File: config.mk
export PLATFORM = sky130hd
export DESIGN_NAME = hazard_ctrl
export DESIGN_NICKNAME = d
export VERILOG_FILES = /design/src/rtl/hazard_ctrl.sv
export SDC_FILE = /design/constraint.sdc
export NUM_CORES = 1
export LEC_CHECK = 0
export ABC_CLOCK_PERIOD_IN_PS = 2520
export CAP_MARGIN = 20
export CORE_MARGIN = 2
export CORE_UTILIZATION = 45
export DETAILED_ROUTE_END_ITERATION = 10
export GPL_TIMING_DRIVEN = 1
export MAX_ROUTING_LAYER = met4
export PLACE_DENSITY = 0.83
export SYNTH_ARGS = -nofsm -noshare
export SYNTH_HDL_FRONTEND = slang
export SYNTH_SLANG_ARGS = --single-unit
export TNS_END_PERCENT = 30
File: constraint.sdc
create_clock -name CLK -period 2.52 [get_ports CLK]
set_clock_uncertainty 0.05 [all_clocks]
set_input_delay 0.252 -clock CLK [delete_from_list [all_inputs] [get_ports CLK]]
set_output_delay 0.252 -clock CLK [all_outputs]
set_load 0.05 [all_outputs]
File: src/rtl/hazard_ctrl.sv
// rtl/hazard_ctrl.sv - pipeline stall, flush, redirect and halt control for the five-stage core
module hazard_ctrl #(
  parameter int CNT_W = 32
) (
  input  logic             CLK,
  input  logic             nRST,
  input  logic             ihit,
  input  logic             dhit,
  input  logic             dREN_mem,
  input  logic             dWEN_mem,
  input  logic             memRead_ex,
  input  logic [4:0]       regDest_ex,
  input  logic [4:0]       rs_id,
  input  logic [4:0]       rt_id,
  input  logic             useRt_id,
  input  logic             redirect_mem,
  input  logic             halt_mem,
  output logic             pc_en,
  output logic             en_ifid,
  output logic             en_idex,
  output logic             en_exmem,
  output logic             en_memwb,
  output logic             flush_ifid,
  output logic             flush_idex,
  output logic             flush_exmem,
  output logic             dmem_mask,
  output logic             halt,
  output logic [CNT_W-1:0] stall_cnt
);

  typedef enum logic [1:0] {
    RUN   = 2'd0,
    DDONE = 2'd1,
    HALT  = 2'd2
  } state_t;

  state_t           r_state;
  logic             r_dmem_mask;
  logic             r_halt;
  logic [CNT_W-1:0] r_stall_cnt;

  logic w_dreq;
  logic w_advance;
  logic w_loaduse;
  logic w_hold_front;

  // A data access that already completed while fetch waited is masked so it is not reissued.
  assign w_dreq    = (dREN_mem | dWEN_mem) & ~r_dmem_mask;
  assign w_advance = ihit & (~w_dreq | dhit) & (r_state != HALT);

  // Register zero never carries a real dependency, so it cannot cause a load-use stall.
  assign w_loaduse = memRead_ex && (regDest_ex != 5'd0) &&
                     ((regDest_ex == rs_id) || (useRt_id && (regDest_ex == rt_id)));

  // A redirect discards the dependent instruction anyway, so it overrides the load-use hold.
  assign w_hold_front = w_loaduse & ~redirect_mem;

  assign pc_en       = w_advance & ~w_hold_front;
  assign en_ifid     = w_advance & ~w_hold_front;
  assign en_idex     = w_advance;
  assign en_exmem    = w_advance;
  assign en_memwb    = w_advance;
  assign flush_ifid  = w_advance & redirect_mem;
  assign flush_idex  = w_advance & (redirect_mem | w_loaduse);
  assign flush_exmem = w_advance & redirect_mem;

  assign dmem_mask = r_dmem_mask;
  assign halt      = r_halt;
  assign stall_cnt = r_stall_cnt;

  // Control state machine with registered mask and halt outputs.
  always_ff @(posedge CLK or negedge nRST) begin
    if (!nRST) begin
      r_state     <= RUN;
      r_dmem_mask <= 1'b0;
      r_halt      <= 1'b0;
    end else begin
      case (r_state)
        RUN: begin
          if (w_advance && halt_mem) begin
            r_state     <= HALT;
            r_dmem_mask <= 1'b0;
            r_halt      <= 1'b1;
          end else if (w_dreq && dhit && !ihit) begin
            r_state     <= DDONE;
            r_dmem_mask <= 1'b1;
          end
        end
        DDONE: begin
          if (w_advance && halt_mem) begin
            r_state     <= HALT;
            r_dmem_mask <= 1'b0;
            r_halt      <= 1'b1;
          end else if (ihit) begin
            r_state     <= RUN;
            r_dmem_mask <= 1'b0;
          end
        end
        HALT: begin
          r_state     <= HALT;
          r_dmem_mask <= 1'b0;
          r_halt      <= 1'b1;
        end
        default: begin
          r_state     <= RUN;
          r_dmem_mask <= 1'b0;
          r_halt      <= 1'b0;
        end
      endcase
    end
  end

  // Saturating count of cycles where the pipeline could not advance, frozen once halted.
  always_ff @(posedge CLK or negedge nRST) begin
    if (!nRST) begin
      r_stall_cnt <= '0;
    end else if ((r_state != HALT) && !w_advance && (r_stall_cnt != {CNT_W{1'b1}})) begin
      r_stall_cnt <= r_stall_cnt + 1'b1;
    end
  end

endmodule
==> results by group <==
Yosys
  • Post-Syn Instances: 196
  • Most frequent cells after synthesis: dfrtp_1, xor2_1, nand2_1, nor3_1, nand3_1
  • Most used DFF post-synth: dfrtp_1
  • Syn Nets: 222
  • Number of synthesized flops with an enable pin: 0
  • Post-synth top area share: 44.8%
  • Most common cell in the synthesized netlist: dfrtp_1
  • Yosys reg bits: 35
  • Synth area leaders: dfrtp_1, xor2_1, xnor2_1
  • Post-synth top area cell: dfrtp_1
  • Ys Warns: 0
  • Register area share after synthesis: 44.8%
  • Yosys cell types: 42
  • Mean post-synth cell area: 9.98 um^2
  • Async set-reset flop share out of synthesis: 100%
  • Mapped Area: 0.00196 mm^2

Run
  • Max-cap violations: 0

Worst hold path
  • Hold Path Class: input port to asynchronous set/reset pin

Finish
  • Ant diodes: 0
  • Layout cell share with drive strength beyond 1: 11.6%
  • Final core occ: 68.3%
  • Area Overhead vs Synth: 42.8%
  • Fin area: 0.00279 mm^2
  • Fin nets: 293

Global routing
  • All-Layer GR Usage: 19.6%
  • Initial antenna violation count: 0
  • Vias in the first global route: 1606
  • Global route overflow: 0
  • First-pass GRT wire length: 7.46 mm
  • Largest net degree at the start of global routing: 36

Critical path
  • Worst-path fanout max: 3
  • Reg2reg start: stall_cnt[0]
  • CP Launch Type: input port
  • Critical path required time: 2220 ps
  • CP Data Arrival Time: 1980 ps
  • R2R Setup Slk: 310 ps
  • R2R cell count: 7
  • FF-to-FF End: stall_cnt[19]
  • Crit. End Element: output pin
  • Setup CP Type: input port to output pin
  • Worst setup startpoint: regDest_ex[1]
  • CP Capture Point: en_ifid

Timing
  • Fin Setup TNS: 0 ps
  • RSZ-0062 raised after global routing: no
  • Fin crit period: 2280 ps
  • Final setup violation count: 0
  • Period utilization: 90.6%
  • Max-slew violation count: 0
  • Fmax: 438 MHz
  • Worst rel slew slack: 64.3%
  • Endpoints failing hold: 0
  • Worst-Margin Slew: 532 ps
  • Hold Slack: 314 ps

Power
  • Logic pwr share: 43.2%
  • Net Sw Frac: 41.6%
  • Worst vdd ir: 0.676 mV
  • Lkg Pwr: 1.23 nW
  • Tot Pwr: 2.02 mW
  • Power density cells: 725 mW/mm^2
  • Net Sw Power: 0.842 mW
  • Internal power: 1.18 mW
  • Clk pwr share: 19.9%
  • Seq pwr share: 37.0%

Clocking
  • Total CTS buffers: 5
  • Reg clk slew, reported paths: 70 ps
  • Setup Fix Bufs, Post-CTS: 0
  • CTS tree: yes
  • CTS H-tree depth: 2
  • Hold buffer count at CTS: 0
  • Clock latency on the worst-skew pair: 290 ps
  • Max Root-Sink Buffers: 2
  • TritonCTS Sinks: 35
  • Root buffer cell: clkbuf_8
  • Post-CTS Resized: 0

Detailed routing
  • DR pass1 iterations: 4
  • Final ANT Viol Nets: 0
  • Drc violations: 0
  • DR vias: 1702
  • Routed WL per cell: 14.2 um
  • Total wire length: 4.49 mm
  • Average vias per placed instance: 5.37
  • 1st-iter DRT viols: 119

Die
  • Die outline width: 69.9 um
  • Row count: 23
  • Die area: 0.00489 mm^2
  • I/O Pins: 67
  • DIE HEIGHT: 69.9 um
  • Initial Util: 47.9%
  • Core area: 0.00409 mm^2

Placed design
  • Placed Area: 0.00271 mm^2
  • Routability cong.: 0.818
  • Post-DP HPWL: 3.45 mm
  • I/O Buffers: 66

Run status
  • Status: finished clean
-- kinds of logic (layout without fill, tap and decap cells) --
group                    after synthesis  count (layout)  share of synthesized area, %
AO/OA/AOI/OAI                         17              17                          5.89
multiplexers                           5               5                          2.88
adder cells (fa/ha/maj)                1               1                         0.640
AND/OR/NAND/NOR                       89              89                          26.0
flip-flops                            35              35                          44.8
XOR/XNOR                              36              36                          16.1
buffers and inverters                 13              84                          3.71
-- power by group through the flow --
stage	clock, mW	sequential (mW)	combinational (mW)
2_1_floorplan	0	0.991	0.315
3_3_place_gp	0	0.752	0.863
3_5_place_dp	0	0.754	0.877
4_1_cts	0.409	0.746	0.881
5_1_grt	0.435	0.762	0.925
6_report	0.402	0.748	0.873
-- through the flow --
step,worst slack (ps),std cells
floorplan,94.8,196
detailed placement,227,310
global route,89.2,317
finish,236,317
global placement,298,310
CTS,227,317
-- how the worst min path moves through the flow --
stage                    endpoint  slack [ps]  depth (start not counted)
detailed placement  stall_cnt[19]         440                          1
finish              stall_cnt[31]         310                          2
floorplan               dmem_mask         -90                          0
global placement    stall_cnt[19]         430                          1
global route        stall_cnt[28]         380                          2
CTS                 stall_cnt[10]         330                          2
-- cell usage in the layout, fill, tap and decap left out, types with 2 or more instances in the layout --
| master | count |
|---|---|
| o21ai_0 | 5 |
| nor4_1 | 7 |
| nor3b_1 | 2 |
| nand4_1 | 5 |
| nand2_1 | 16 |
| nor3_1 | 15 |
| o2111ai_1 | 2 |
| buf_4 | 7 |
| buf_12 | 5 |
| nand3_1 | 14 |
| clkbuf_8 | 6 |
| and2_1 | 2 |
| dfrtp_1 | 35 |
| mux2_2 | 4 |
| and4_1 | 2 |
| xor2_1 | 27 |
| clkdlybuf4s50_1 | 58 |
| xnor2_1 | 9 |
| and3_1 | 5 |
| inv_1 | 7 |
| a21oi_1 | 2 |
| nor2_1 | 9 |
| o21a_1 | 2 |
-- routing by layer --
layer | part of all wire [%] | vias up | GRT usage [%] | wire, um
li1 | - | 837 | - | -
met1 | 43 | 809 | 24.2 | 1950
met2 | 51 | 49 | 31.7 | 2280
met3 | 4.8 | 7 | 6.06 | 217
met4 | 1.1 | 0 | 4.70 | 51
met5 | 0 | - | - | 0
-- worst max-delay path, stage by stage --
cell	delay, ps
clkdlybuf4s50_1	470
or4_1	530
o221ai_1	280
o21a_1	280
buf_12	170
-- state kept, by name, indices dropped and copies added (netlist names) --
name	flops
dmem_mask	1
halt	1
r_state	1
stall_cnt	32
-- cell type report --
class / count / area [um^2]
fill: 320 / 1290
sequential: 35 / 876
inverter: 7 / 26.3
timing repair buffer: 70 / 733
multi-input combinational: 148 / 1010
clock inverter: 1 / 5.00
tap: 50 / 62.6
clock buffer: 6 / 82.6
Power figures use the tool's default switching activity.
